**src/rtl/axis_i2s_tx.sv**
```systemverilog
// ============================================================================
// axis_i2s_tx
// ----------------------------------------------------------------------------
// Purpose:
//   Takes stereo samples from the audio formatter's MM2S AXI-Stream and
//   serialises them onto a Philips I2S transmit port. Left/right beats are
//   paired into a one-frame buffer. The buffer is moved into the output shift
//   register once per 64-BCLK frame. The block flags underruns, where no
//   complete pair is ready at frame load, and channel-sync errors, where an
//   unexpected tid is accepted. BCLK and LRCLK come from the single system
//   clock.
//
// Ports:
//   s_axis_aud_aclk     in   clock for all logic
//   s_axis_aud_aresetn  in   asynchronous active-low reset
//   s_axis_aud_tvalid   in   stream beat valid
//   s_axis_aud_tready   out  stream ready (low while a full pair is waiting)
//   s_axis_aud_tdata    in   [31:0] sample word, 24-bit sample in [27:4]
//   s_axis_aud_tid      in   [7:0] channel id: 0 = left, 1 = right
//   en                  in   transmit enable (synchronous stop when low)
//   i2s_bclk            out  bit clock, clk / (2*BCLK_DIV)
//   i2s_lrclk           out  word select, 0 = left
//   i2s_sdata           out  serial data, MSB first, one BCLK after LRCLK edge
//   underrun            out  one-cycle pulse: frame loaded without a pair
//   sync_err            out  one-cycle pulse: unexpected tid accepted
//   underrun_cnt        out  [CNT_W-1:0] saturating underrun count
// ============================================================================
module axis_i2s_tx #(
    parameter int BCLK_DIV = 4,
    parameter int CNT_W    = 16
) (
    input  logic             s_axis_aud_aclk,
    input  logic             s_axis_aud_aresetn,
    input  logic             s_axis_aud_tvalid,
    output logic             s_axis_aud_tready,
    input  logic [31:0]      s_axis_aud_tdata,
    input  logic [7:0]       s_axis_aud_tid,
    input  logic             en,
    output logic             i2s_bclk,
    output logic             i2s_lrclk,
    output logic             i2s_sdata,
    output logic             underrun,
    output logic             sync_err,
    output logic [CNT_W-1:0] underrun_cnt
);

    localparam int              DIV_W    = (BCLK_DIV > 1) ? $clog2(BCLK_DIV) : 1;
    localparam logic [DIV_W-1:0] DIV_LAST = DIV_W'(BCLK_DIV - 1);

    typedef enum logic {
        EXPECT_LEFT  = 1'b0,
        EXPECT_RIGHT = 1'b1
    } chan_state_t;

    logic [DIV_W-1:0] div;
    logic [5:0]       pos;
    logic [63:0]      shift;
    logic [23:0]      left_smp;
    logic [23:0]      right_smp;
    logic             pair_full;
    logic             pair_full_next;
    chan_state_t      chan_state;

    logic             div_wrap;
    logic             bclk_fall;
    logic             frame_load;
    logic             accept;
    logic [5:0]       pos_inc;
    logic [23:0]      beat_smp;

    assign div_wrap   = en && (div == DIV_LAST);
    // The divider wraps while BCLK is high, so the toggle is a falling edge.
    assign bclk_fall  = div_wrap && i2s_bclk;
    assign pos_inc    = pos + 6'd1;
    // The frame is loaded on the falling edge that enters position 1.
    assign frame_load = bclk_fall && (pos_inc == 6'd1);
    assign accept     = s_axis_aud_tvalid && s_axis_aud_tready;
    assign beat_smp   = s_axis_aud_tdata[27:4];

    // Next pair-buffer state. A load and a completing beat never coincide,
    // because tready is low whenever the buffer is full.
    always_comb begin
        pair_full_next = pair_full;
        if (frame_load && pair_full) begin
            pair_full_next = 1'b0;
        end else if (accept && (chan_state == EXPECT_RIGHT) && (s_axis_aud_tid == 8'd1)) begin
            pair_full_next = 1'b1;
        end
    end

    // ------------------------------------------------------------------
    // Transmit side: divider, frame position, shift register, underrun.
    // ------------------------------------------------------------------
    always_ff @(posedge s_axis_aud_aclk or negedge s_axis_aud_aresetn) begin
        if (!s_axis_aud_aresetn) begin
            div          <= '0;
            i2s_bclk     <= 1'b0;
            i2s_lrclk    <= 1'b0;
            i2s_sdata    <= 1'b0;
            pos          <= 6'd63;
            shift        <= '0;
            underrun     <= 1'b0;
            underrun_cnt <= '0;
        end else begin
            underrun <= 1'b0;
            if (!en) begin
                // Parking at position 63 makes the first falling edge
                // after re-enable land on position 0.
                div       <= '0;
                i2s_bclk  <= 1'b0;
                i2s_lrclk <= 1'b0;
                i2s_sdata <= 1'b0;
                pos       <= 6'd63;
                shift     <= '0;
            end else begin
                if (div_wrap) begin
                    div      <= '0;
                    i2s_bclk <= ~i2s_bclk;
                end else begin
                    div <= div + 1'b1;
                end

                if (bclk_fall) begin
                    pos       <= pos_inc;
                    i2s_lrclk <= pos_inc[5];
                    if (frame_load) begin
                        if (pair_full) begin
                            // The MSB goes out now. The rest of the frame is
                            // stored pre-shifted by one place.
                            i2s_sdata <= left_smp[23];
                            shift     <= {left_smp[22:0], 8'h00, right_smp, 8'h00, 1'b0};
                        end else begin
                            i2s_sdata <= 1'b0;
                            shift     <= '0;
                            underrun  <= 1'b1;
                            if (underrun_cnt != '1) begin
                                underrun_cnt <= underrun_cnt + 1'b1;
                            end
                        end
                    end else begin
                        i2s_sdata <= shift[63];
                        shift     <= {shift[62:0], 1'b0};
                    end
                end
            end
        end
    end

    // ------------------------------------------------------------------
    // Stream side: left/right pairing, ready, sync errors.
    // ------------------------------------------------------------------
    always_ff @(posedge s_axis_aud_aclk or negedge s_axis_aud_aresetn) begin
        if (!s_axis_aud_aresetn) begin
            s_axis_aud_tready <= 1'b0;
            pair_full         <= 1'b0;
            chan_state        <= EXPECT_LEFT;
            left_smp          <= '0;
            right_smp         <= '0;
            sync_err          <= 1'b0;
        end else begin
            sync_err  <= 1'b0;
            pair_full <= pair_full_next;
            // Ready is derived from the next buffer state. It therefore drops
            // on the same edge that completes a pair, and no extra beat slips
            // in.
            s_axis_aud_tready <= !pair_full_next;
            if (accept) begin
                case (chan_state)
                    EXPECT_LEFT: begin
                        if (s_axis_aud_tid == 8'd0) begin
                            left_smp   <= beat_smp;
                            chan_state <= EXPECT_RIGHT;
                        end else begin
                            sync_err <= 1'b1;
                        end
                    end
                    EXPECT_RIGHT: begin
                        if (s_axis_aud_tid == 8'd1) begin
                            right_smp  <= beat_smp;
                            chan_state <= EXPECT_LEFT;
                        end else if (s_axis_aud_tid == 8'd0) begin
                            // A repeated left replaces the stored left.
                            left_smp <= beat_smp;
                            sync_err <= 1'b1;
                        end else begin
                            sync_err <= 1'b1;
                        end
                    end
                    default: chan_state <= EXPECT_LEFT;
                endcase
            end
        end
    end

endmodule

```
**config.mk**
```make
export PLATFORM = sky130hd
export DESIGN_NAME = axis_i2s_tx
export DESIGN_NICKNAME = d
export VERILOG_FILES = /design/src/rtl/axis_i2s_tx.sv
export SDC_FILE = /design/constraint.sdc
export NUM_CORES = 1
export LEC_CHECK = 0
export BUFFER_PORTS_ARGS = -buffer_cell sky130_fd_sc_hd__buf_2
export CAP_MARGIN = 20
export CORE_ASPECT_RATIO = 0.9
export CORE_UTILIZATION = 50
export DETAILED_ROUTE_END_ITERATION = 7
export PLACE_DENSITY = 0.7
export SETUP_SLACK_MARGIN = 0.2
export SLEW_MARGIN = 10
export SYNTH_ARGS = -nofsm -noshare
export SYNTH_HDL_FRONTEND = slang
export SYNTH_SLANG_ARGS = --single-unit
```
**constraint.sdc**
```tcl
create_clock -name s_axis_aud_aclk -period 2.6 [get_ports s_axis_aud_aclk]
set_clock_uncertainty 0.2 [all_clocks]
set_input_delay 0.26 -clock s_axis_aud_aclk [delete_from_list [all_inputs] [get_ports s_axis_aud_aclk]]
set_output_delay 0.26 -clock s_axis_aud_aclk [all_outputs]
set_load 0.005 [all_outputs]
```
==> flow_results.org <==
** Yosys
- Count of yosys warnings during synthesis :: 0
- Yosys cell types :: 40
- Number of enable-type register cells in the synthesized netlist :: 0
- Share of the yosys chip area belonging to registers :: 55.7%
- Most frequently used flop master after synthesis :: sky130_fd_sc_hd__dfrtp_1
- Register bit total from synthesis :: 135
- Post-synthesis cell count :: 564
- Syn_area_per_cell :: 10.8 sq um
- Share of synthesized flip-flops with an asynchronous set or reset :: 100%
- Cell area after synthesis :: 6080 sq um
- Post-synthesis net count :: 612

** Pwr
- In this run the static leakage power is 3.46 nW.
- Maximum resistive drop on vdd :: 0.000484 V
- Total power consumption of the routed design :: 4.45 mW
- The internal power of the cells totals 3.51 mW.
- Of the total power, the clock network draws 47.3%.
- Cell area power density :: 588 nW/um^2
- Net load switching power :: 0.936 mW
- Net switching is 21.0% of the power.
- In this run, flip-flops and latches consume 48.3% of the power.
- Combinational logic burns 4.4% of the power.

** Timing
- Final slew viol count :: 0
- Setup-violating endpoint count in the final report :: 0
- Headroom to the max-slew limit came out at 50.1%.
- Slew @ Worst Pin :: 0.748 ns
- Adding up every negative setup slack in the final design gives 0 ns.
- Unrepaired setup endpoints after global routing :: true
- Final min period :: 2.45 ns
- The final number of hold-violating endpoints came to 0.
- Worst setup margin :: 0.151 ns
- Post-route fraction of the period consumed by the critical path :: 94.2%
- Timing would allow up to 408 MHz.

** Routing
- After detailed routing, the total wire length is 13,000 um.
- The final route contains 4,591 vias.
- Number of DRC markers in iteration 0 :: 385
- Routed vias/inst :: 5.68
- Total iterations of the first detailed-routing run :: 5
- Residual DRC count :: 0
- The count of nets left with antenna violations once routing finished came out at 0.
- After detailed routing, the average wire length per cell comes to 16.1 um.

** Cells and area
- Filler cell count in the final layout :: 905
- After the last flow step, the layout net total stands at 691.
- Leaving out fill and tap cells, the most frequent cells in the layout are 129 x sky130_fd_sc_hd__dfrtp_1, 111 x sky130_fd_sc_hd__nand3_1, 70 x sky130_fd_sc_hd__nand2_1.
- Area delta synth->final :: 24.4%
- Diodes inserted :: 0
- In the final layout, the share of cells above drive strength 1 is 22.7%.
- Non-filler cells in the finished layout :: 808
- The library cell used most frequently in the layout, excluding fill and tap cells, is sky130_fd_sc_hd__dfrtp_1.
- Core occupancy in the finished layout :: 65.1%

** Setup path
- Classification of the worst setup path :: register to register
- Required time reported for the critical path endpoint :: 2.69 ns
- Of all nets on the critical path, the largest fanout is 9.
- Worst reg2reg setup slack :: 0.15 ns
- CP endpoint kind :: register
- The worst setup path is launched from a register.
- Data arrives at the worst endpoint at 2.54 ns.

** Global route
- Pin count of the biggest net entering global routing :: 95
- Across every metal layer, demand over resource in global routing totals 21.9%.
- First-pass GRT wire length :: 21,900 um
- For this run the aggregate overflow at the end of global routing stands at 0.
- The initial antenna violation count was 0.
- The number of global-route vias before repair came to 4,596.

** CTS
- Counting the buffers created by CTS gives 17.
- The tree built by TritonCTS fans out to 135 sinks.
- Clk Latency, worst-skew pair :: 0.41 ns
- Clock-pin slew was measured on the worst setup and hold paths at 0.05 ns.
- TritonCTS built the clock tree.
- The tree is rooted in a sky130_fd_sc_hd__clkbuf_16.
- # H-tree levels :: 4
- The clock passes through at most 2 buffers.

** Die
- For this configuration, the core starts out at a cell density of 52.3%.
- Area inside the core boundary :: 11,600 sq um
- Pin placement for this block handled 66 I/O pins.
- Placement row count :: 37
- Measured along the x axis, the die boundary spans 118 um.
- Chip height :: 107 um
- The die covers 12,600 sq um.

** Placed design
- Buffers placed on the I/O ports in this run total 57.
- Total placed cells including tap cells :: 749
- Weighted congestion at the end of routability-driven global placement :: 0.780
- Prior to clock tree synthesis, the placed netlist has a worst setup slack of 0.0230 ns.
- Half-perimeter wire length after detailed placement :: 7540 um

** Worst hold path
- Path class of the lowest-slack min-delay path :: input port to register

** Run
- Max-cap violations in this run came to 0.

** Status
- The run finished with clean final reports.
[cells by family after synthesis]
logic type / synth area share, %
AO/OA/AOI/OAI: 7.91
XOR/XNOR: 2.59
adder cells (fa/ha/maj): 0.824
buffers and inverters: 3.79
flip-flops: 55.7
multiplexers: 9.80
AND/OR/NAND/NOR: 19.4
[final timing paths]
kind | from | endpoint | cells after the start
setup / recovery | pos[1]$_DFFE_PN1P_ | underrun_cnt[12]$_DFFE_PN0P_ | 7
hold / removal | s_axis_aud_tid[0] | chan_state$_DFFE_PN0P_ | 5
setup reg to reg | pos[1]$_DFFE_PN1P_ | underrun_cnt[12]$_DFFE_PN0P_ | 7
hold reg to reg | div[0]$_DFF_PN0_ | div[0]$_DFF_PN0_ | 1
max in group asynchronous | s_axis_aud_aresetn | underrun_cnt[9]$_DFFE_PN0P_ | 3
min in group asynchronous | s_axis_aud_aresetn | i2s_lrclk$_DFFE_PN0P_ | 2
[layout make-up]
| class | count | area [sq um] | area share, % |
|---|---|---|---|
| Sequential cell | 135 | 3390 | 44.8 |
| Multi-Input combinational cell | 378 | 2590 | 34.2 |
| Timing Repair Buffer | 106 | 858 | 11.4 |
| Clock buffer | 24 | 492 | 6.50 |
| Tap cell | 156 | 195 | 2.58 |
| Clock inverter | 4 | 22.5 | 0.298 |
| Inverter | 5 | 18.8 | 0.248 |
[what timing repair did]
action,CTS,global route
resized for setup,11,18
hold endpoints to repair,103,0
gates cloned,0,1
endpoints found under the setup margin,37,44
hold buffers,28,0
pin swaps,4,3
buffers inserted,1,1
[flip-flops by register name, indices dropped and copies added, names as in the netlist]
name and cells:
chan_state 1, div 2, i2s_bclk 1, i2s_lrclk 1, i2s_sdata 1, left_smp 24, pair_full 1, pos 6
right_smp 24, s_axis_aud_tready 1, shift 55, sync_err 1, underrun 1, underrun_cnt 16
[per-layer routing]
| metal | track usage [%] | wire length [um] | vias to the layer above |
|---|---|---|---|
| li1 | - | - | 2168 |
| met1 | 29.0 | 6010 | 2321 |
| met2 | 35.6 | 6420 | 96 |
| met3 | 5.96 | 497 | 6 |
| met4 | 5.77 | 85 | 0 |
| met5 | 0 | 0 | - |
[power by group through the flow]
stage / Combinational [mW] / Clock (mW) / Sequential, mW
floorplan: 0.0558 / 0 / 2.18
global placement: 0.157 / 0 / 2.18
detailed placement: 0.163 / 0 / 2.18
CTS: 0.198 / 2.15 / 2.15
global route: 0.219 / 2.25 / 2.15
finish: 0.197 / 2.11 / 2.15
[critical path, cell delays in order, from the launching register on]
cell                        delay, ns
sky130_fd_sc_hd__dfstp_2         0.57
sky130_fd_sc_hd__ha_4            0.17
sky130_fd_sc_hd__and3_4          0.19
sky130_fd_sc_hd__and3_4          0.19
sky130_fd_sc_hd__o2111ai_4       0.17
sky130_fd_sc_hd__buf_6           0.21
sky130_fd_sc_hd__nor4_4          0.28
sky130_fd_sc_hd__mux2_2          0.36
[stage by stage]
stage                     hold WS [ns]  cell area (sq um)
final                            0.192               7560
after global routing             0.246               7560
after CTS                        0.187               7450
after detailed placement         0.177               6590
after global placement           0.167               6590
after floorplan                 -0.236               6080
[Yosys cell counts (all sizes together) (2+ instances only)]
library cell | n | area, sq um
dfstp | 6 | 158
mux2 | 52 | 586
nand4 | 6 | 37.5
a21oi | 3 | 15.0
o21ai | 4 | 20.0
nor3 | 8 | 40.0
nand2 | 71 | 267
dfrtp | 129 | 3230
ha | 4 | 50.1
nor2 | 10 | 52.6
buf | 18 | 106
inv | 5 | 18.8
nand2b | 2 | 12.5
or4 | 2 | 18.8
and2 | 5 | 31.3
xnor2 | 2 | 17.5
clkbuf | 28 | 105
and3 | 7 | 43.8
o211ai | 48 | 360
or3 | 2 | 12.5
nand3 | 113 | 571
nor4 | 7 | 58.8
a21boi | 8 | 60.1
xor2 | 16 | 140
Power figures use the tool's default switching activity.
